===== config.mk =====
export PLATFORM = sky130hd
export DESIGN_NAME = vga_fb_arbiter
export DESIGN_NICKNAME = d
export VERILOG_FILES = /design/src/rtl/vga_fb_pkg.sv /design/src/rtl/vga_count_delay.sv /design/src/rtl/vga_fb_arbiter.sv
export SDC_FILE = /design/constraint.sdc
export NUM_CORES = 1
export LEC_CHECK = 0
export ABC_AREA = 1
export BUFFER_PORTS_ARGS = -buffer_cell sky130_fd_sc_hd__buf_2
export CAP_MARGIN = 20
export CORE_AREA = 2 2 77 79
export CTS_CLUSTER_SIZE = 12
export DETAILED_ROUTE_END_ITERATION = 12
export DIE_AREA = 0 0 79 81
export PLACE_DENSITY = 0.87
export SYNTH_ARGS = -nofsm -noshare
export SYNTH_HDL_FRONTEND = slang
export SYNTH_SLANG_ARGS = --single-unit
export TNS_END_PERCENT = 50

===== constraint.sdc =====
create_clock -name i_Clk -period 4.9 [get_ports i_Clk]
set_input_delay 0.245 -clock i_Clk [delete_from_list [all_inputs] [get_ports i_Clk]]
set_output_delay 0.245 -clock i_Clk [all_outputs]
set_load 0.03 [all_outputs]

===== src/rtl/vga_fb_pkg.sv =====
// Shared definitions for the VGA framebuffer arbiter.
//   owner_t         : which user the RAM read issued last cycle belongs to
//   DEF_*           : default screen and framebuffer dimensions
//   addr_bits()     : number of address bits needed for a given word count
package vga_fb_pkg;

  typedef enum logic [1:0] {
    OWN_NONE    = 2'd0,
    OWN_DISP    = 2'd1,
    OWN_REQ     = 2'd2,
    OWN_REQ_ERR = 2'd3
  } owner_t;

  localparam int DEF_ACTIVE_COLS = 640;
  localparam int DEF_ACTIVE_ROWS = 480;
  localparam int DEF_SCALE_SHIFT = 2;
  localparam int DEF_FB_COLS     = DEF_ACTIVE_COLS >> DEF_SCALE_SHIFT;
  localparam int DEF_FB_ROWS     = DEF_ACTIVE_ROWS >> DEF_SCALE_SHIFT;

  // Smallest width (at least 1) whose range covers words-1.
  function automatic int addr_bits(input int words);
    int bits;
    bits = 1;
    while ((1 << bits) < words) bits++;
    return bits;
  endfunction

endpackage


===== src/rtl/vga_count_delay.sv =====
// STAGES-deep register delay line for the VGA column/row count pair, used to
// line the counts up with the pixel coming back from the framebuffer.
//   clk, rst_n : clock, asynchronous active-low reset (counts clear to 0)
//   col, row   : counts from the VGA counter
//   col_d, row_d : the same counts delayed by STAGES cycles
module vga_count_delay #(
  parameter int STAGES  = 2,
  parameter int COUNT_W = 10
) (
  input  logic               clk,
  input  logic               rst_n,
  input  logic [COUNT_W-1:0] col,
  input  logic [COUNT_W-1:0] row,
  output logic [COUNT_W-1:0] col_d,
  output logic [COUNT_W-1:0] row_d
);

  logic [COUNT_W-1:0] col_pipe [STAGES];
  logic [COUNT_W-1:0] row_pipe [STAGES];

  always_ff @(posedge clk or negedge rst_n) begin
    if (!rst_n) begin
      for (int i = 0; i < STAGES; i++) begin
        col_pipe[i] <= '0;
        row_pipe[i] <= '0;
      end
    end else begin
      col_pipe[0] <= col;
      row_pipe[0] <= row;
      for (int i = 1; i < STAGES; i++) begin
        col_pipe[i] <= col_pipe[i-1];
        row_pipe[i] <= row_pipe[i-1];
      end
    end
  end

  assign col_d = col_pipe[STAGES-1];
  assign row_d = row_pipe[STAGES-1];

endmodule


===== src/rtl/vga_fb_arbiter.sv =====
// Arbiter sharing one single-port framebuffer RAM (1-cycle read latency)
// between VGA scan-out and a generic valid/ready requester.
//   i_Clk, i_Rst_L          : pixel clock, asynchronous active-low reset
//   i_Col_Count/i_Row_Count : VGA counter position
//   i_Req_*/o_Req_Ready     : requester read/write handshake
//   o_Rsp_Valid/o_Rsp_Data  : read response, two cycles after acceptance
//   o_Req_Err               : pulse one cycle after an out-of-range request
//   o_Mem_*/i_Mem_Rdata     : framebuffer RAM port
//   o_Pixel, o_*_Count_D    : pixel plus counts delayed to match it
// Scan-out owns every cycle whose column is a multiple of the scale factor
// inside the visible area; the requester gets every other cycle.
module vga_fb_arbiter
  import vga_fb_pkg::*;
#(
  parameter int ACTIVE_COLS = DEF_ACTIVE_COLS,
  parameter int ACTIVE_ROWS = DEF_ACTIVE_ROWS,
  parameter int SCALE_SHIFT = DEF_SCALE_SHIFT,
  parameter int FB_COLS     = DEF_FB_COLS,
  parameter int FB_ROWS     = DEF_FB_ROWS,
  parameter int DATA_WIDTH  = 3,
  parameter int ADDR_WIDTH  = addr_bits(DEF_FB_COLS * DEF_FB_ROWS)
) (
  input  logic                  i_Clk,
  input  logic                  i_Rst_L,
  input  logic [9:0]            i_Col_Count,
  input  logic [9:0]            i_Row_Count,
  input  logic                  i_Req_Valid,
  output logic                  o_Req_Ready,
  input  logic                  i_Req_We,
  input  logic [ADDR_WIDTH-1:0] i_Req_Addr,
  input  logic [DATA_WIDTH-1:0] i_Req_Wdata,
  output logic                  o_Rsp_Valid,
  output logic [DATA_WIDTH-1:0] o_Rsp_Data,
  output logic                  o_Req_Err,
  output logic [ADDR_WIDTH-1:0] o_Mem_Addr,
  output logic                  o_Mem_We,
  output logic [DATA_WIDTH-1:0] o_Mem_Wdata,
  input  logic [DATA_WIDTH-1:0] i_Mem_Rdata,
  output logic [DATA_WIDTH-1:0] o_Pixel,
  output logic [9:0]            o_Col_Count_D,
  output logic [9:0]            o_Row_Count_D
);

  localparam logic [9:0]            ACT_COLS_C = 10'(ACTIVE_COLS);
  localparam logic [9:0]            ACT_ROWS_C = 10'(ACTIVE_ROWS);
  localparam logic [ADDR_WIDTH-1:0] FB_COLS_C  = ADDR_WIDTH'(FB_COLS);
  localparam logic [ADDR_WIDTH-1:0] FB_WORDS_C = ADDR_WIDTH'(FB_COLS * FB_ROWS);

  logic                  active_p0;
  logic                  slot_p0;
  logic                  accept_p0;
  logic                  oob_p0;
  logic [ADDR_WIDTH-1:0] fb_row_p0;
  logic [ADDR_WIDTH-1:0] fb_col_p0;
  logic [ADDR_WIDTH-1:0] fetch_addr_p0;
  logic [ADDR_WIDTH-1:0] mem_addr_p0;
  logic                  mem_we_p0;
  logic [ADDR_WIDTH-1:0] addr_q;
  owner_t                owner_q;
  owner_t                owner_nxt;
  logic                  err_vld_p1;
  logic [DATA_WIDTH-1:0] pix_hold_p1;
  logic                  rsp_vld_p2;
  logic [DATA_WIDTH-1:0] rsp_data_p2;
  logic [9:0]            col_p2;
  logic [9:0]            row_p2;
  logic                  active_p2;

  // ---- Stage p0: slot decode, grant, RAM drive ----
  assign active_p0 = (i_Col_Count < ACT_COLS_C) && (i_Row_Count < ACT_ROWS_C);
  assign slot_p0   = active_p0 && (i_Col_Count[SCALE_SHIFT-1:0] == '0);
  // Ready depends only on the counts so the requester can never create a
  // combinational loop through valid.
  assign o_Req_Ready = !slot_p0;
  assign accept_p0   = i_Req_Valid && !slot_p0;
  assign oob_p0      = (i_Req_Addr >= FB_WORDS_C);

  assign fb_row_p0     = ADDR_WIDTH'(i_Row_Count >> SCALE_SHIFT);
  assign fb_col_p0     = ADDR_WIDTH'(i_Col_Count >> SCALE_SHIFT);
  assign fetch_addr_p0 = fb_row_p0 * FB_COLS_C + fb_col_p0;

  always_comb begin
    owner_nxt   = OWN_NONE;
    mem_addr_p0 = addr_q;
    mem_we_p0   = 1'b0;
    if (slot_p0) begin
      mem_addr_p0 = fetch_addr_p0;
      owner_nxt   = OWN_DISP;
    end else if (accept_p0) begin
      mem_addr_p0 = i_Req_Addr;
      mem_we_p0   = i_Req_We && !oob_p0;
      if (!i_Req_We) begin
        owner_nxt = oob_p0 ? OWN_REQ_ERR : OWN_REQ;
      end
    end
  end

  assign o_Mem_Addr  = mem_addr_p0;
  assign o_Mem_We    = mem_we_p0;
  assign o_Mem_Wdata = i_Req_Wdata;

  // Idle cycles leave the RAM address where it was.
  always_ff @(posedge i_Clk) begin
    addr_q <= mem_addr_p0;
  end

  always_ff @(posedge i_Clk or negedge i_Rst_L) begin
    if (!i_Rst_L) begin
      owner_q <= OWN_NONE;
    end else begin
      owner_q <= owner_nxt;
    end
  end

  // ---- Stage p1: route returning RAM data by last cycle's owner ----
  always_ff @(posedge i_Clk or negedge i_Rst_L) begin
    if (!i_Rst_L) begin
      err_vld_p1  <= 1'b0;
      pix_hold_p1 <= '0;
      rsp_vld_p2  <= 1'b0;
      rsp_data_p2 <= '0;
    end else begin
      err_vld_p1 <= accept_p0 && oob_p0;
      rsp_vld_p2 <= (owner_q == OWN_REQ) || (owner_q == OWN_REQ_ERR);
      if (owner_q == OWN_DISP) begin
        pix_hold_p1 <= i_Mem_Rdata;
      end
      if (owner_q == OWN_REQ) begin
        rsp_data_p2 <= i_Mem_Rdata;
      end else if (owner_q == OWN_REQ_ERR) begin
        rsp_data_p2 <= '0;
      end
    end
  end

  assign o_Req_Err   = err_vld_p1;
  assign o_Rsp_Valid = rsp_vld_p2;
  assign o_Rsp_Data  = rsp_data_p2;

  // ---- Stage p2: counts aligned with the held pixel ----
  vga_count_delay #(
    .STAGES  (2),
    .COUNT_W (10)
  ) u_count_delay (
    .clk   (i_Clk),
    .rst_n (i_Rst_L),
    .col   (i_Col_Count),
    .row   (i_Row_Count),
    .col_d (col_p2),
    .row_d (row_p2)
  );

  assign active_p2     = (col_p2 < ACT_COLS_C) && (row_p2 < ACT_ROWS_C);
  assign o_Pixel       = active_p2 ? pix_hold_p1 : '0;
  assign o_Col_Count_D = col_p2;
  assign o_Row_Count_D = row_p2;

endmodule


Yosys cells after proc, flatten, opt, wreduce, memory -nomap -nowiden:

Cells that the tools add are included.
W data, S select, Z words.

* bits in registers: 65
* word-level logic and storage cells: 42
* bits in writable memories: 0
* memories: 0
* memory bits (read-only): 0
* bits in latches: 0
* output and inout port bits: 48

* shift-type cells: 0
* bitwise logic cells: 0
* multipliers: 1
* reductions and logical operators: 11
* mux-type cells: 11
* div/mod/pow operators: 0
* $lt $le $gt $ge: 5
* equality and inequality tests: 3
* add/subtract/negate cells: 1

Operators by type and width (count)
* $mux W15: 2
* $lt A10 B10 Y1 const B: 2
* $lt A10 B9 Y1 const B: 2
* $add A15 B8 Y15: 1
* $ge A15 B15 Y1 const B: 1
* $mul A8 B3 Y10 const B: 1
* $mux W3: 3
* $logic_and A1 B1 Y1: 6
* $mux W2: 3
* $eq A2 B2 Y1 const B: 2
* $mux W1: 3
* $eq A2 B1 Y1 const B: 1
* $logic_not A1 Y1: 2
* $logic_not A2 Y1: 1
* $reduce_bool A2 Y1: 1
* $logic_or A1 B1 Y1: 1

Depth between registers and ports, before layout:

* depth in word-level cells: 7
* depth in mapped cells: 14
* mapped depth without buffers: 14

By module:

A second synthesis with hierarchy kept.

* cells, all modules: 290
* area, all modules: 2852.7 um^2

Modules (own cells, without submodules)
* vga_fb_arbiter: cells each 230, area each 1701.6 um^2, instances 1, sequential area each 550.5 um^2
* vga_count_delay: cells each 60, area each 1151.1 um^2, instances 1, sequential area each 1001.0 um^2

Worst setup path after synthesis:

No wires, ideal clock.

* kind: input port to output port
* start point: input i_Row_Count[3]
* end point: output o_Mem_Addr[13]
* stages: 11
* data required time: 4655 ps
* path buffers: 0
* setup slack: 2300 ps
* arrival: 2355 ps
* path through: ha_1 ha_1 inv_1 fa_1 nor2_8 nand3_4 a21oi_2 nand2_1 nor2_1 nor2_1 o21ai_1

* longest elaborated chain between the ends: 7

Ends and longest elaborated chain
* start: declaration: line vga_fb_arbiter.sv:26 `input logic [9:0] i_Row_Count,`
* branches (longest 6 deep; another with $add A15 B8 Y15)
* $mux W15 *: line vga_fb_arbiter.sv:86 `if (slot_p0) begin`
* end: declaration: line vga_fb_arbiter.sv:35 `output logic [ADDR_WIDTH-1:0] o_Mem_Addr,`

Mark *: on every way between the ends.

Worst setup path after layout:

Ends and elaborated chain as after synthesis.

==> impl_metrics.json <==
{
  "status": "finished, final reports clean",
  "drive_gt1_share_pct": 32.3,
  "ant_nets": 0,
  "die_y_um": 81,
  "drc": 0,
  "grt_max_degree": 51,
  "clkLatencyLatePin_ns": 0.33,
  "yosysSeqAreaShare_pct": 53.9,
  "portBuffers": 86,
  "ys_top_cells_by_count": "50 x dfrtp_1, 48 x nand2_1, 42 x inv_1",
  "synth_edf_count": 0,
  "synth_seq_cells": 65,
  "hold_viol": 0,
  "finalSetupViolations": 0,
  "use_met3_pct": 5.00,
  "netlist_instances": 290,
  "routedWlPerCell_um": 13.2,
  "ys.flop_type": "dfrtp_1",
  "yosysMostFrequentCell": "dfrtp_1",
  "fin_tns_setup_ns": 0,
  "hold_path.class": "in -> reg",
  "worstMarginPinSlew_ns": 0.345,
  "met1_usage_pct": 21.7,
  "dieArea_um2": 6400,
  "htreeDepth": 3,
  "clkTransAtPathRegs_ns": 0.06,
  "place_congestion": 0.837,
  "max_freq_mhz": 363,
  "maxCapViolations": 0,
  "dpl.hpwl_um": 4470,
  "drt_pass1_iterations": 4,
  "ir_worst_vdd_v": 0.000168,
  "p_per_area_nw_per_um2": 369,
  "period_share_pct": 56.3,
  "period_needed_ns": 2.76,
  "slew_violations": 0,
  "vias": 2111,
  "worst-setup-path-type": "in -> out",
  "first_global_vias": 2072,
  "required_ns": 4.66,
  "dpl.cell_count": 425,
  "area.growth.synth_to_final_pct": 18.5,
  "clockRootBuffer": "clkbuf_8",
  "synth_area_leaders": "dfrtp_1 43%, dfxtp_1 10%, ha_1 6.5%",
  "cts_sinks": 65,
  "yosysUniqueCellTypes": 36,
  "cellLeakagePower_nw": 1.81,
  "drt_iter0_drc": 109,
  "initial_utilization_pct": 50.7,
  "fin_nets": 425,
  "cts_tree": "built",
  "rsz0062_at_grt": "false",
  "numCtsBuffers": 9,
  "stdcell_count": 443,
  "clockBufferDepth": 2,
  "endpoint_kind": "output pin",
  "finalWirelength_um": 5830,
  "grt.met2_usage_pct": 35.6,
  "grt_usage_pct": 19.6,
  "grt_pass1_wl_um": 9410,
  "finalPower_mw": 1.26,
  "worst_ep_arrival_time_ns": 2.51,
  "die_w_um": 79,
  "synth_top_area_cell": "dfrtp_1",
  "crit_fanout": 4,
  "ys_warn_count": 0,
  "antenna_found_initial": 0,
  "holdWs_ns": 0.0214,
  "avgSynthCellArea_um2": 9.93,
  "io_pins": 93,
  "top_usage_layer": "met2",
  "row_count": 28,
  "clock_skew_ns": 0.00555,
  "synth-async-reset-ratio_pct": 76.9,
  "core_area_um2": 5680,
  "critPathLaunchType": "primary input",
  "slew_headroom_pct": 77.0,
  "syn_area_um2": 2880,
  "cts_resized": 0,
  "diodes": 0,
  "vias_per_cell": 4.77,
  "syn_nets": 352,
  "grt_overflow": 0,
  "yosysTopAreaCellShare_pct": 43.4
}
-- critical path, cell delays in order --
cell     delay, ns
buf_2         0.13
ha_1          0.29
ha_1          0.24
inv_1         0.08
fa_1          0.51
nor2_8        0.16
nand3_4       0.08
a21oi_2       0.14
nand2_1       0.06
nor2_1        0.11
nor2_1        0.05
o21ai_1       0.18
buf_2         0.23
-- state kept, by name (all words and copies together) (netlist names) --
register / cells
addr_q: 15
u_count_delay.col_d: 10
u_count_delay.col_pipe: 10
u_count_delay.row_d: 10
u_count_delay.row_pipe: 10
o_Rsp_Data: 3
pix_hold_p1: 3
owner_q: 2
o_Req_Err: 1
o_Rsp_Valid: 1
-- timing repair --
action / CTS / global route
buffers inserted: 0 / 0
hold buffers: 0 / 1
hold endpoints to repair: 0 / 9
-- cell type report --
| class | instances | area [µm²] |
|---|---|---|
| Fill cell | 498 | 2260 |
| Sequential cell | 65 | 1550 |
| Multi-Input combinational cell | 155 | 971 |
| Timing Repair Buffer | 88 | 460 |
| Inverter | 44 | 165 |
| Clock buffer | 11 | 141 |
| Tap cell | 75 | 93.8 |
| Clock inverter | 5 | 31.3 |
-- cells in the final DEF, fill, tap and decap left out, types with 2 or more instances in the layout --
cell type,instances
a21oi_1,5
a22oi_1,3
buf_2,86
clkbuf_8,10
clkinv_2,3
dfrtp_1,50
dfxtp_1,15
fa_1,2
ha_1,15
inv_1,42
inv_2,2
nand2_1,48
nand2_2,6
nand3_1,7
nand3_2,2
nand3b_1,2
nand4_1,5
nor2_1,18
nor2_2,2
o211ai_1,3
o21ai_0,7
o21ai_1,3
o21bai_1,6
o22ai_1,9
xnor2_1,2
-- per-layer routing --
metal	part of all wire, %	vias up	routed length [µm]
met4	1.5	0	86
met1	40	1003	2350
met5	0	-	0
met2	54	52	3130
met3	4.5	6	265
li1	-	1050	-
-- where the power goes --
group | internal [mW] | switching, mW | leakage (nW) | total, mW
clock | 0.195 | 0.193 | 0.0891 | 0.389
combinational | 0.0923 | 0.188 | 1.00 | 0.280
sequential | 0.578 | 0.0148 | 0.719 | 0.593
total | 0.866 | 0.395 | 1.81 | 1.26
-- per-stage QoR --
| stage | setup WS [ns] | instance area (µm²) | utilization [%] |
|---|---|---|---|
| floorplan | 2.30 | 2880 | - |
| global placement | 2.21 | 3210 | 56.6 |
| detailed placement | 2.14 | 3210 | 56.6 |
| CTS | 2.13 | 3380 | 59.6 |
| global route | 1.93 | 3410 | 60.2 |
| finish | 2.14 | 3410 | 60.2 |
-- worst paths after layout --
check                                                 from                          to  slack (ns)  cells past startpoint
worst max-delay path                        i_Row_Count[3]              o_Mem_Addr[13]        2.14                     13
worst min-delay path                        i_Row_Count[0]  u_count_delay.row_pipe[10]        0.02                      1
worst max register to register                  owner_q[1]              pix_hold_p1[1]        3.79                      2
worst min register to register  u_count_delay.row_pipe[17]      u_count_delay.row_d[7]        0.35                      0
max in group asynchronous                          i_Rst_L  u_count_delay.col_pipe[16]        4.10                      3
min in group asynchronous                          i_Rst_L  u_count_delay.col_pipe[10]        0.32                      2
-- logic make-up (layout without fill, tap and decap cells) --
family	count (synthesis)	in the layout	synth area share [%]
xor gates and xnor gates	3	3	0.912
and+or+nand+nor	95	95	16.1
buffers and inverters	70	148	12.4
adders and majority gates	17	17	7.91
AOI/OAI and AO/OA	40	40	8.77
DFF	65	65	53.9
(Power assumes the default switching activity.)
